==> src/rtl/branch_resolve_unit.sv <==
`default_nettype none
//==============================================================================
// Module   : branch_resolve_unit
// Brief    : Tracks a predicted beq/bne from IF into ID, checks the prediction
//            against the ID-stage outcome, and raises the mispredict, flush and
//            redirect signals. Supplies the recovery PC and keeps saturating
//            branch and mispredict counters.
// Revision : 1.0  initial release
//==============================================================================
module branch_resolve_unit #(
    parameter int CNT_W = 16
) (
    input  logic             clk,
    input  logic             rst_n,
    input  logic             stall,
    input  logic             if_valid,
    input  logic [5:0]       if_opcode,
    input  logic [31:0]      if_pc,
    input  logic [15:0]      if_imm,
    input  logic             brpre,
    input  logic [1:0]       ctrl_br,
    input  logic             id_equal,
    output logic             pre_wrong,
    output logic             flush,
    output logic             redirect_valid,
    output logic [31:0]      redirect_pc,
    output logic [CNT_W-1:0] br_cnt,
    output logic [CNT_W-1:0] miss_cnt,
    output logic             proto_err
);

    localparam logic [5:0] c_OP_BEQ  = 6'h04;
    localparam logic [5:0] c_OP_BNE  = 6'h05;
    localparam logic [1:0] c_BR_NONE = 2'b00;
    localparam logic [1:0] c_BR_BEQ  = 2'b01;
    localparam logic [1:0] c_BR_BNE  = 2'b10;

    typedef enum logic [1:0] {
        IDLE    = 2'd0,
        PEND    = 2'd1,
        RECOVER = 2'd2
    } state_t;

    state_t            r_state;
    state_t            w_state_nxt;
    logic              r_brpre;
    logic [31:0]       r_alt_pc;
    logic [CNT_W-1:0]  r_br_cnt;
    logic [CNT_W-1:0]  r_miss_cnt;
    logic              r_proto_err;

    logic              w_is_branch;
    logic              w_capture;
    logic              w_ctrl_valid;
    logic              w_actual_taken;
    logic              w_resolve;
    logic              w_wrong;
    logic              w_proto;
    logic              w_load;
    logic [31:0]       w_pc_seq;
    logic [31:0]       w_offset;
    logic [31:0]       w_alt_pc;

    // Decode the IF instruction and the ID outcome; derive the resolve events.
    always_comb begin
        w_is_branch    = if_valid && ((if_opcode == c_OP_BEQ) || (if_opcode == c_OP_BNE));
        w_capture      = !stall && w_is_branch && (r_state != RECOVER);
        w_ctrl_valid   = (ctrl_br == c_BR_BEQ) || (ctrl_br == c_BR_BNE);
        w_actual_taken = ((ctrl_br == c_BR_BEQ) && id_equal) ||
                         ((ctrl_br == c_BR_BNE) && !id_equal);
        w_resolve      = (r_state == PEND) && !stall && w_ctrl_valid;
        w_wrong        = w_resolve && (r_brpre ^ w_actual_taken);
        w_proto        = (r_state == PEND) && !stall && !w_ctrl_valid;
        // The alternate PC is the path the predictor did not choose.
        w_pc_seq       = if_pc + 32'd4;
        w_offset       = {{14{if_imm[15]}}, if_imm, 2'b00};
        w_alt_pc       = brpre ? w_pc_seq : (w_pc_seq + w_offset);
    end

    // Next-state and tracking-load decision.
    always_comb begin
        w_state_nxt = r_state;
        w_load      = 1'b0;
        case (r_state)
            IDLE: begin
                if (w_capture) begin
                    w_state_nxt = PEND;
                    w_load      = 1'b1;
                end
            end
            PEND: begin
                if (stall) begin
                    w_state_nxt = PEND;
                end else if (w_wrong) begin
                    // IF holds the wrong path; it is squashed, never captured.
                    w_state_nxt = RECOVER;
                end else if (w_capture) begin
                    // Correct resolve or protocol error: a new branch may follow.
                    w_state_nxt = PEND;
                    w_load      = 1'b1;
                end else begin
                    w_state_nxt = IDLE;
                end
            end
            RECOVER: begin
                w_state_nxt = stall ? RECOVER : IDLE;
            end
            default: begin
                w_state_nxt = IDLE;
            end
        endcase
    end

    // State register.
    always_ff @(posedge clk or negedge rst_n) begin
        if (!rst_n) begin
            r_state <= IDLE;
        end else begin
            r_state <= w_state_nxt;
        end
    end

    // Tracked prediction and alternate PC of the branch in flight.
    always_ff @(posedge clk or negedge rst_n) begin
        if (!rst_n) begin
            r_brpre  <= 1'b0;
            r_alt_pc <= 32'd0;
        end else if (w_load) begin
            r_brpre  <= brpre;
            r_alt_pc <= w_alt_pc;
        end
    end

    // Saturating statistics counters and the sticky protocol-error flag.
    always_ff @(posedge clk or negedge rst_n) begin
        if (!rst_n) begin
            r_br_cnt    <= '0;
            r_miss_cnt  <= '0;
            r_proto_err <= 1'b0;
        end else begin
            if (w_resolve && !(&r_br_cnt)) begin
                r_br_cnt <= r_br_cnt + 1'b1;
            end
            if (w_wrong && !(&r_miss_cnt)) begin
                r_miss_cnt <= r_miss_cnt + 1'b1;
            end
            if (w_proto) begin
                r_proto_err <= 1'b1;
            end
        end
    end

    assign pre_wrong      = w_wrong;
    assign flush          = w_wrong;
    assign redirect_valid = w_wrong;
    assign redirect_pc    = r_alt_pc;
    assign br_cnt         = r_br_cnt;
    assign miss_cnt       = r_miss_cnt;
    assign proto_err      = r_proto_err;

endmodule
`default_nettype wire

==> config.mk <==
export PLATFORM = sky130hd
export DESIGN_NAME = branch_resolve_unit
export DESIGN_NICKNAME = d
export VERILOG_FILES = /design/src/rtl/branch_resolve_unit.sv
export SDC_FILE = /design/constraint.sdc
export NUM_CORES = 1
export LEC_CHECK = 0
export ABC_AREA = 1
export ABC_CLOCK_PERIOD_IN_PS = 2290
export BUFFER_PORTS_ARGS = -buffer_cell sky130_fd_sc_hd__clkbuf_2
export CAP_MARGIN = 0
export CORE_MARGIN = 2
export CORE_UTILIZATION = 50
export DETAILED_ROUTE_END_ITERATION = 10
export HOLD_SLACK_MARGIN = 0.1
export PLACE_DENSITY = 0.72
export SLEW_MARGIN = 0
export SYNTH_ARGS = -nofsm -noshare
export SYNTH_HDL_FRONTEND = slang
export SYNTH_SLANG_ARGS = --single-unit
==> constraint.sdc <==
create_clock -name clk -period 2.29 [get_ports clk]
set_input_delay 0.3435 -clock clk [delete_from_list [all_inputs] [get_ports clk]]
set_output_delay 0.3435 -clock clk [all_outputs]
set_load 0.02 [all_outputs]
==> metrics.csv, run 1 <==
metric,value,unit
dpl.cell_count,1367,
synth-seq-cells,68,
worstReg2RegEnd,redirect_pc[31],
cts_tree,built,
clock_sinks,68,
die_area,13300,µm²
synth_compound_area_frac,0.0902,
timing.final.crit_share,1.16,
fillers,756,
dieWidth,115,µm
grtUsageMet3,0.0517,
min_path_type,in2reg,
ys_async_sr_fraction,1.00,
status,"finished, violations left",
coreArea,12100,µm²
rsz0062_at_grt,yes,
synth_xor_area_frac,0.0805,
ir_drop,0.000288,V
antenna_found_initial,0,
clock-skew-final,11.9,ps
leakagePower,5.05,nW
worstSetupPathType,in2reg,
hpwl,15.9,mm
synth_top_flop_cell,dfrtp_1,
crit_required,2540,ps
slew_violations,0,
final.min_clock_period,2660,ps
cts_made_buffers,9,
htreeDepth,3,
instances_no_fill,1410,
arrival,2910,ps
p_per_area,512,nW/µm²
cts_root_buf,clkbuf_16,
max-clock-path-buffers,2,
yosys.area_share.simple,0.379,
grt_usage,0.324,
place_ws,-639,ps
busiest_layer,met2,
grt_use_met2,0.562,
path_common_cell,nand2_1,
n_antenna_cell,0,
syn_area,6190,µm²
ant_nets,0,
first_pass_iters,8,
maxCapViolations,0,
clk_pin_slew,70,ps
clock_latency,350,ps
critPathSlowestCell,ha_1,
yosysUniqueCellTypes,48,
syn_area_per_cell,6.65,µm²
tightest_slew,1080,ps
synth_cells,930,
setup_ws,-371,ps
gr-usage-met1,0.399,
max_freq,376,MHz
cpPeakStageDelay,390,ps
min_path_cells,3,
hold_slack,189,ps
routed_via_density,5.56,
area_delta_synth_final,61.4,%
muxShareOfSynthArea,0,
boundaryPins,130,
drive_above_1_share,0.443,
rows,40,
synth_top_family_by_area,simple AND/OR/NAND/NOR gates,
drtIter0Drc,920,
yosysSeqAreaShare,0.275,
globalRouteOverflowTotal,0,
reg2reg_slack,260,ps
wl,24.9,mm
setup-violations-final,19,
grt_max_degree,69,
hp-start,if_pc[1],
grt_pass1_vias,6971,
wl_per_cell,17.7,µm
hold_violations,0,
slew_headroom,0.278,
cp-end-kind,register,
crit_chain,clkbuf_2 > nand2_1 > nor2_2 > nand2_1 > nor2_1 > nand2_1 > xor2_1 > buf_4 > inv_1 > ha_1 > nand2_2 > nor2_4 > nand2_1 > nor2_1 > nand2_1 > nand4_1 > nand3_2 > nand2_1 > inv_1,
drc_errors,0,
fin_nets,1342,
worstSetupStartpointType,primary input,
synth_edf_count,0,
grt_pass1_wl,33.5,mm
yosysWarningCount,0,
synthAdderAreaFrac,0.0861,
crit_path_max_fanout,3,
initial_core_util,0.513,
violations,negative setup slack,
min_to,redirect_pc[1],
r2r_cells,8,
gp_congestion,0.978,
synthesis.nets,1034,
die_h,115,µm
reg2reg_from,r_brpre,
io_buffers,128,
route.vias.total,7836,
==> critical path, delay by kind of cell <==
family	cells	cell delay (ps)
xor gates and xnor gates	1	190
adders and majority gates	1	390
buffers and inverters	4	390
and+or+nand+nor	13	1590
==> flip-flops by register name (all words and copies together) (netlist names) <==
signal	flops
redirect_pc	32
br_cnt	16
miss_cnt	16
r_state	2
proto_err	1
r_brpre	1
==> cells in the final DEF (no fill, tap or decap), types with 15 or more instances in the layout <==
| cell | count |
|---|---|
| nand2_1 | 240 |
| buf_4 | 171 |
| clkbuf_2 | 116 |
| inv_1 | 103 |
| nor2_1 | 72 |
| dfrtp_1 | 68 |
| nand3_1 | 53 |
| nand2_2 | 43 |
| xor2_1 | 26 |
| ha_4 | 26 |
| nor2_2 | 23 |
| nor2_4 | 21 |
| nand4_1 | 19 |
| a21oi_2 | 16 |
| xnor2_1 | 15 |
==> worst max path at each step <==
stage          startpoint               to  slack (ps)
2_1_floorplan    if_pc[2]  redirect_pc[31]         -20
3_3_place_gp     if_pc[2]  redirect_pc[27]        -640
6_report        if_pc[15]  redirect_pc[24]        -370
3_5_place_dp     if_pc[2]  redirect_pc[27]        -640
4_1_cts          if_pc[3]  redirect_pc[31]         -50
5_1_grt         if_pc[15]  redirect_pc[24]        -590
==> per-stage QoR <==
stage | TNS (ps) | util | instance area (µm²) | power (mW)
2_1_floorplan | -40.7 | - | 6230 | 2.47
3_3_place_gp | -12150 | 0.675 | 8140 | 3.19
3_5_place_dp | -12280 | 0.675 | 8140 | 3.21
4_1_cts | -377 | 0.754 | 9090 | 4.77
5_1_grt | -5580 | 0.828 | 9990 | 5.34
6_report | -3280 | 0.828 | 9990 | 5.11
==> what timing repair did <==
item | 4_1_cts | 5_1_grt
endpoints found under the hold margin | 68 | 0
pin swaps | 60 | 66
hold buffers | 1 | 0
setup buffers | 12 | 16
setup endpoints to repair | 23 | 23
gates resized for setup | 129 | 170
==> per-layer routing <==
| metal | up-vias | share of wire |
|---|---|---|
| li1 | 3597 | - |
| met1 | 3608 | 0.38 |
| met2 | 495 | 0.48 |
| met3 | 136 | 0.080 |
| met4 | 0 | 0.058 |
| met5 | - | 0 |
==> synth_stat cells, drive strengths merged, types with 9 or more instances <==
cell type	number	area share
a21oi	36	0.030
nor2	117	0.078
o21ai	28	0.023
nand2	301	0.19
a22oi	9	0.011
nand4	19	0.019
ha	41	0.083
inv	121	0.074
nor3	25	0.028
xnor2	21	0.031
dfrtp	68	0.28
xor2	35	0.050
buf	11	0.015
nand3	65	0.055
==> kinds of logic (layout without fill, tap and decap cells) <==
group                      Yosys count  in the layout
xor gates and xnor gates            56             56
adders and majority gates           42             42
buffers and inverters              132            444
AOI/OAI and AO/OA                   95             95
and+or+nand+nor                    537            537
DFF                                 68             68
==> layout make-up <==
| type | instances | area (µm²) | area share |
|---|---|---|---|
| Tap cell | 168 | 210 | 0.0210 |
| Clock buffer | 9 | 225 | 0.0225 |
| Clock inverter | 6 | 66.3 | 0.00664 |
| Multi-Input combinational cell | 730 | 5180 | 0.518 |
| Inverter | 121 | 465 | 0.0466 |
| Sequential cell | 68 | 1700 | 0.170 |
| Timing Repair Buffer | 308 | 2140 | 0.214 |
==> report_power, final <==
group / switching, mW / internal (mW) / leakage (nW)
registers: 0.146 / 1.37 / 0.878
clock network: 0.598 / 0.837 / 0.134
logic: 1.24 / 0.908 / 4.04
total: 1.99 / 3.12 / 5.05
Note: power is estimated with default switching activity, not from simulation.
==> run 2: changes to the inputs <==
--- a/config.mk
+++ b/config.mk
@@ -10,10 +10,10 @@
 export BUFFER_PORTS_ARGS = -buffer_cell sky130_fd_sc_hd__clkbuf_2
 export CAP_MARGIN = 0
 export CORE_MARGIN = 2
-export CORE_UTILIZATION = 50
+export CORE_UTILIZATION = 49
 export DETAILED_ROUTE_END_ITERATION = 10
 export HOLD_SLACK_MARGIN = 0.1
-export PLACE_DENSITY = 0.72
+export PLACE_DENSITY = 0.71
 export SLEW_MARGIN = 0
 export SYNTH_ARGS = -nofsm -noshare
 export SYNTH_HDL_FRONTEND = slang
==> run 2 against run 1 <==
  * The run still ends with negative setup slack left
  * Setup slack improved by 100 ps
  * Sequential share of layout area fell by 0.79 points
  * Final cell count grew 0.92%
  * Power up 4.8%
  * Hold slack better by 5.0 ps
  * Final area is 4.9% higher
  * Critical endpoint is now redirect_pc[26]
==> metrics.csv, run 2 (synthesis results as in run 1) <==
metric,value,unit,change
die_area,13500,µm²,was 13300 µm²
clk_pin_slew,60,ps,was 70 ps
gp_congestion,0.977,,was 0.978
totalPowerFinal,5.35,mW,was 5.11 mW
area_delta_synth_final,69.3,%,was 61.4%
slew_violations,0,,unchanged
reg2reg_from,r_brpre,,unchanged
leakagePower,5.25,nW,was 5.05 nW
timing.final.crit_share,1.12,,was 1.16
wl_per_cell,18.4,µm,was 17.7 µm
largest_register_ffs,32,,unchanged
r2r_cells,8,,unchanged
grt_usage,0.316,,was 0.324
reg2reg_slack,220,ps,was 260 ps
drc_errors,0,,unchanged
rows,41,,was 40
routed_via_density,5.65,,was 5.56
worstSetupPathType,in2reg,,unchanged
status,"finished, violations left",,unchanged
globalRouteOverflowTotal,0,,unchanged
comb_power_share,0.431,,was 0.421
max-clock-path-buffers,2,,unchanged
tightest_slew,1100,ps,was 1080 ps
dieWidth,116,µm,was 115 µm
arrival,2850,ps,was 2910 ps
hold_slack,194,ps,was 189 ps
setup-violations-final,19,,unchanged
switchingPower,2.05,mW,was 1.99 mW
critPathSlowestCell,ha_1,,unchanged
route.vias.total,8035,,was 7836
p_per_area,511,nW/µm²,was 512 nW/µm²
antenna_found_initial,0,,unchanged
htreeDepth,3,,unchanged
cts_made_buffers,9,,unchanged
final.min_clock_period,2560,ps,was 2660 ps
drive_above_1_share,0.491,,was 0.443
violations,negative setup slack,,unchanged
wl_met3,1.91,mm,was 2.01 mm
clock-skew-final,10.2,ps,was 11.9 ps
maxCapViolations,0,,unchanged
hpwl,16.0,mm,was 15.9 mm
top_layer,met4,,unchanged
path_common_cell,nand2_1,,unchanged
drtIter0Drc,695,,was 920
met2_length,12.7,mm,was 12.1 mm
first_pass_iters,6,,was 8
min_to,redirect_pc[1],,unchanged
min_path_type,in2reg,,unchanged
ant_nets,0,,unchanged
cp-end-kind,register,,unchanged
boundaryPins,130,,unchanged
hold_violations,0,,unchanged
grt_pass1_vias,6770,,was 6971
io_buffers,128,,unchanged
intPower,3.31,mW,was 3.12 mW
coreArea,12500,µm²,was 12100 µm²
clkPwrFrac,0.286,,was 0.281
hp-start,if_pc[1],,unchanged
initial_core_util,0.496,,was 0.513
min_path_cells,3,,unchanged
fin_nets,1349,,was 1342
cts_root_buf,clkbuf_16,,unchanged
worstReg2RegEnd,redirect_pc[21],,was redirect_pc[31]
wl_met1,9.71,mm,was 9.42 mm
swShare,0.382,,was 0.389
max_freq,390,MHz,was 376 MHz
worstSetupStartpointType,primary input,,unchanged
ir_drop,0.000301,V,was 0.000288 V
rsz0062_at_grt,yes,,unchanged
clock_latency,350,ps,about the same
instances_no_fill,1423,,was 1410
die_h,116,µm,was 115 µm
clock_sinks,68,,unchanged
mostFrequentLayoutCell,nand2_1,,unchanged
final_cell_mix,"nand2_1 (209), buf_4 (167), clkbuf_2 (114)",,"was nand2_1 (240), buf_4 (171), clkbuf_2 (116)"
wl,26.2,mm,was 24.9 mm
crit_required,2580,ps,was 2540 ps
setup_ws,-271,ps,was -371 ps
grt_max_degree,69,,unchanged
crit_path_max_fanout,4,,was 3
cts_tree,built,,unchanged
place_ws,-700,ps,was -639 ps
cpPeakStageDelay,400,ps,was 390 ps
dpl.cell_count,1368,,was 1367
slew_headroom,0.269,,was 0.278
pwr-share-seq,0.283,,was 0.298
grt_pass1_wl,33.2,mm,was 33.5 mm
crit_chain,buf_4 > nand2_2 > nor2_2 > nand2_1 > nor2_2 > xor2_1 > inv_1 > ha_1 > nand2_4 > nor2_4 > nand2_2 > nor2_1 > nand2_1 > nand3_1 > nand2_1 > nand3_1 > nand2_1 > inv_1,,was clkbuf_2 > nand2_1 > nor2_2 > nand2_1 > nor2_1 > nand2_1 > xor2_1 > buf_4 > inv_1 > ha_1 > nand2_2 > nor2_4 > nand2_1 > nor2_1 > nand2_1 > nand4_1 > nand3_2 > nand2_1 > inv_1
[run 2: cell types whose count changed in the layout (fill, tap and decap cells not counted), sizes merged]
cell and change:
inv +1, bufinv +1, diode +1, clkinvlp -2
buf +9, clkbuf -1
[run 2: worst max-delay path, delay by kind of cell]
family	cells	cell delay, ps
XOR/XNOR	1	230
buffers and inverters	3	320
adder cells (fa/ha/maj)	1	400
AND/OR/NAND/NOR	13	1520
[run 2: area by class of cell]
type,instances,area (µm²)
Antenna cell,1,2.50
Inverter,121,472
Clock inverter,6,88.8
Multi-Input combinational cell,730,5500
Clock buffer,10,229
Sequential cell,68,1700
Tap cell,172,215
Fill cell,727,1990
Timing Repair Buffer,315,2260
[run 2: repair_timing]
item | in CTS | in global routing
hold buffers | 1 | 0
pin swaps | 54 | 137
setup endpoints to repair | 22 | 23
setup buffers | 12 | 25
gates resized for setup | 117 | 297
endpoints found under the hold margin | 68 | 0
[run 2: how the worst max path moves through the flow]
| stage | from | to | cells after the start |
|---|---|---|---|
| after global routing | if_pc[16] | redirect_pc[26] | 19 |
| after global placement | if_pc[2] | redirect_pc[30] | 19 |
| final | if_pc[7] | redirect_pc[26] | 18 |
| after CTS | if_pc[6] | redirect_pc[31] | 22 |
| after floorplan | if_pc[2] | redirect_pc[31] | 21 |
| after detailed placement | if_pc[2] | redirect_pc[31] | 21 |
[run 2: stage by stage]
step,cell area (µm²),util,setup TNS [ps]
after floorplan,6230,-,-40.7
after global placement,8130,0.652,-13400
after detailed placement,8130,0.652,-12820
after CTS,9080,0.729,-287
after global routing,10500,0.840,-3690
final,10500,0.840,-2480
[run 2: metal layers]
metal	vias up	GRT usage
met4	0	0.104
met5	-	0
li1	3628	-
met1	3755	0.394
met2	473	0.567
met3	179	0.0400
[run 2: power by group through the flow]
stage	logic, mW	registers, mW	clock network (mW)
2_1_floorplan	0.762	1.71	0
3_3_place_gp	1.67	1.53	0
3_5_place_dp	1.69	1.53	0
4_1_cts	1.83	1.51	1.54
5_1_grt	2.46	1.54	1.60
6_report	2.31	1.52	1.53
==> run 3: changes to the inputs <==
--- a/config.mk
+++ b/config.mk
@@ -5,7 +5,6 @@
 export SDC_FILE = /design/constraint.sdc
 export NUM_CORES = 1
 export LEC_CHECK = 0
-export ABC_AREA = 1
 export ABC_CLOCK_PERIOD_IN_PS = 2290
 export BUFFER_PORTS_ARGS = -buffer_cell sky130_fd_sc_hd__clkbuf_2
 export CAP_MARGIN = 0
@@ -13,7 +12,7 @@
 export CORE_UTILIZATION = 49
 export DETAILED_ROUTE_END_ITERATION = 10
 export HOLD_SLACK_MARGIN = 0.1
-export PLACE_DENSITY = 0.71
+export PLACE_DENSITY = 0.72
 export SLEW_MARGIN = 0
 export SYNTH_ARGS = -nofsm -noshare
 export SYNTH_HDL_FRONTEND = slang
==> run 3 against run 2 <==
  * The flow still finishes with violations (negative setup slack)
  * Global-route usage is 1.7 points lower
  * Clock skew is 5.9 ps lower
  * Via count is 21% lower
  * Count of clock-buffer cells in the layout stayed put
  * First-iteration DRC count is 13% lower
  * Hold slack better by 14 ps
  * Critical path depth is 4 lower
  * Critical endpoint is now redirect_pc[30]
  * Largest power group unchanged
  * Highest routed layer unchanged
==> metrics.csv, run 3 <==
metric,value,unit,change
drive_above_1_share,0.497,,was 0.491
fillers,578,,was 727
synth_edf_count,0,,unchanged
gp_congestion,0.937,,was 0.977
max-clock-path-buffers,2,,unchanged
totalPowerFinal,4.35,mW,was 5.35 mW
drc_errors,0,,unchanged
crit_required,2510,ps,was 2580 ps
tightest_slew,523,ps,was 1100 ps
final.min_clock_period,3300,ps,was 2560 ps
timing.final.crit_share,1.44,,was 1.12
io_buffers,128,,unchanged
critPathSlowestCell,or3_4,,was ha_1
globalRouteOverflowTotal,0,,unchanged
max_freq,303,MHz,was 390 MHz
coreArea,10400,µm²,was 12500 µm²
p_per_area,492,nW/µm²,was 511 nW/µm²
die_area,11600,µm²,was 13500 µm²
cp-end-kind,register,,unchanged
maxCapViolations,0,,unchanged
worstSetupStartpointType,primary input,,unchanged
synth_cells,609,,was 930
fin_nets,1037,,was 1349
synth_top_cells_by_area,"dfrtp_1 (32%), ha_1 (9.8%), xnor2_1 (7.8%)",,"was dfrtp_1 (28%), nand2_1 (18%), ha_1 (8.3%)"
wl_per_cell,18.5,µm,was 18.4 µm
arrival,3510,ps,was 2850 ps
yosysTopAreaCell,dfrtp_1,,unchanged
boundaryPins,130,,unchanged
status,"finished, violations left",,unchanged
instances_no_fill,1074,,was 1423
ys_async_sr_fraction,1.00,,unchanged
synth-seq-cells,68,,unchanged
route.vias.total,6348,,was 8035
yosysMostFrequentCell,nand2_1,,unchanged
cts_tree,built,,unchanged
cpPeakStageDelay,410,ps,was 400 ps
ant_nets,0,,unchanged
htreeDepth,3,,unchanged
worstSetupPathType,in2reg,,unchanged
slew_violations,0,,unchanged
rows,37,,was 41
violations,negative setup slack,,unchanged
first_pass_iters,5,,was 6
crit_path_max_fanout,7,,was 4
syn_area_per_cell,8.63,µm²,was 6.65 µm²
rsz0062_at_grt,yes,,unchanged
antenna_found_initial,0,,unchanged
clock_latency,330,ps,was 350 ps
die_h,108,µm,was 116 µm
yosysTopAreaCellShare,0.324,,was 0.275
setup-violations-final,23,,was 19
wl,19.9,mm,was 26.2 mm
yosysUniqueCellTypes,60,,was 48
clock-skew-final,4.30,ps,was 10.2 ps
final_cell_mix,"buf_4 (186), clkbuf_2 (121), dfrtp_1 (68)",,"was nand2_1 (209), buf_4 (167), clkbuf_2 (114)"
crit_chain,buf_6 > and4_4 > nand4_1 > nor2_1 > xor2_1 > ha_4 > nand4_1 > a21oi_1 > or3_4 > o31a_1 > o21ba_4 > a311o_1 > a32oi_1 > a21oi_1,,was buf_4 > nand2_2 > nor2_2 > nand2_1 > nor2_2 > xor2_1 > inv_1 > ha_1 > nand2_4 > nor2_4 > nand2_2 > nor2_1 > nand2_1 > nand3_1 > nand2_1 > nand3_1 > nand2_1 > inv_1
initial_core_util,0.507,,was 0.496
synthesis.nets,713,,was 1034
clock_sinks,68,,unchanged
slew_headroom,0.651,,was 0.269
clk_pin_slew,70,ps,was 60 ps
grt_max_degree,69,,unchanged
syn_area,5260,µm²,was 6190 µm²
cts_made_buffers,9,,unchanged
dieWidth,108,µm,was 116 µm
setup_ws,-1010,ps,was -271 ps
largest_register_ffs,32,,unchanged
hpwl,13.0,mm,was 16.0 mm
dpl.cell_count,1030,,was 1368
synth_top_flop_cell,dfrtp_1,,unchanged
drtIter0Drc,608,,was 695
area_delta_synth_final,68.0,%,was 69.3%
mostFrequentLayoutCell,buf_4,,was nand2_1
routed_via_density,5.91,,was 5.65
ir_drop,0.000398,V,was 0.000301 V
cts_root_buf,clkbuf_8,,was clkbuf_16
hold_violations,0,,unchanged
grt_pass1_vias,5883,,was 6770
yosysSeqAreaShare,0.324,,was 0.275
grt_usage,0.299,,was 0.316
ys_top_cells_by_count,"nand2_1 (72), dfrtp_1 (68), a21oi_1 (49)",,"was nand2_1 (294), inv_1 (118), nor2_1 (110)"
leakagePower,4.45,nW,was 5.25 nW
grt_pass1_wl,27.7,mm,was 33.2 mm
n_antenna_cell,0,,was 1
min_path_type,in2reg,,unchanged
yosysWarningCount,0,,unchanged
## run 3: changes by cell type in the layout (fill, tap and decap cells not counted), sizes merged, moves of 15 or more
cell   delta
nand2   -229
inv     -108
nor2     -76
nand3    -33
xnor2    +26
a21o     +15
and3     +15
nor3     -15
## run 3: worst max-delay path, delay by kind of cell
family,cells,cell delay [ps]
AOI/OAI and AO/OA,6,1340
xor gates and xnor gates,1,290
adders and majority gates,1,280
buffers and inverters,1,70
and+or+nand+nor,5,1180
## run 3: worst paths after layout
kind                            cells after the start       startpoint  slack [ps]              end
worst min-delay path                                3         if_pc[1]         210   redirect_pc[1]
min in group asynchronous                           3            rst_n         550       br_cnt[10]
worst max-delay path                               14         if_pc[6]       -1010  redirect_pc[30]
worst max register to register                      8      miss_cnt[8]         120      miss_cnt[7]
worst min register to register                      2  redirect_pc[20]         480  redirect_pc[20]
max in group asynchronous                           3            rst_n        1460  redirect_pc[24]
## run 3: where the power goes
group          internal (mW)  total, mW  leakage, nW  switching, mW
Clock                  0.726       1.18        0.120          0.454
Sequential              1.30       1.38        0.924         0.0750
Combinational          0.845       1.79         3.40          0.943
## run 3: logic make-up (layout without fill, tap and decap cells)
kind of cell               after synthesis  in the layout  share of synthesized area
AOI/OAI and AO/OA                      156            156                      0.187
xor gates and xnor gates                73             73                      0.122
adders and majority gates               42             42                      0.101
buffers and inverters                   33            362                     0.0252
DFF                                     68             68                      0.324
muxes                                   16             16                     0.0312
and+or+nand+nor                        221            221                      0.210
## run 3: per-layer routing
layer | up-vias | track usage | wire length [µm]
met1 | 3047 | 0.384 | 7930
met3 | 60 | 0.0466 | 1570
li1 | 2862 | - | -
met5 | - | 0 | 0
met2 | 379 | 0.519 | 9800
met4 | 0 | 0.0870 | 594
## run 3: layout make-up
| class | instances | area, µm² | area share |
|---|---|---|---|
| multi-input combinational | 508 | 4340 | 0.491 |
| timing repair buffer | 333 | 2330 | 0.264 |
| sequential | 68 | 1700 | 0.193 |
| tap | 136 | 170 | 0.0193 |
| clock buffer | 10 | 128 | 0.0145 |
| clock inverter | 6 | 113 | 0.0128 |
| inverter | 13 | 48.8 | 0.00553 |
## run 3: through the flow
| stage | setup TNS (ps) | cell area, µm² | utilization | setup slack [ps] | hold WS [ps] |
|---|---|---|---|---|---|
| finish | -15640 | 8830 | 0.851 | -1010 | 208 |
| global route | -18440 | 8830 | 0.851 | -1140 | 198 |
| CTS | -12810 | 8220 | 0.793 | -890 | 188 |
| detailed placement | -26310 | 7500 | 0.723 | -1460 | 394 |
| global placement | -24010 | 7500 | 0.723 | -1360 | 387 |
| floorplan | -11950 | 5420 | - | -1020 | 47.9 |
## run 3: repair_timing
action | CTS | global route
pin swaps | 34 | 50
endpoints found under the setup margin | 25 | 25
buffers inserted | 11 | 19
hold endpoints to repair | 68 | 0
gates resized for setup | 73 | 79
hold buffers | 1 | 0
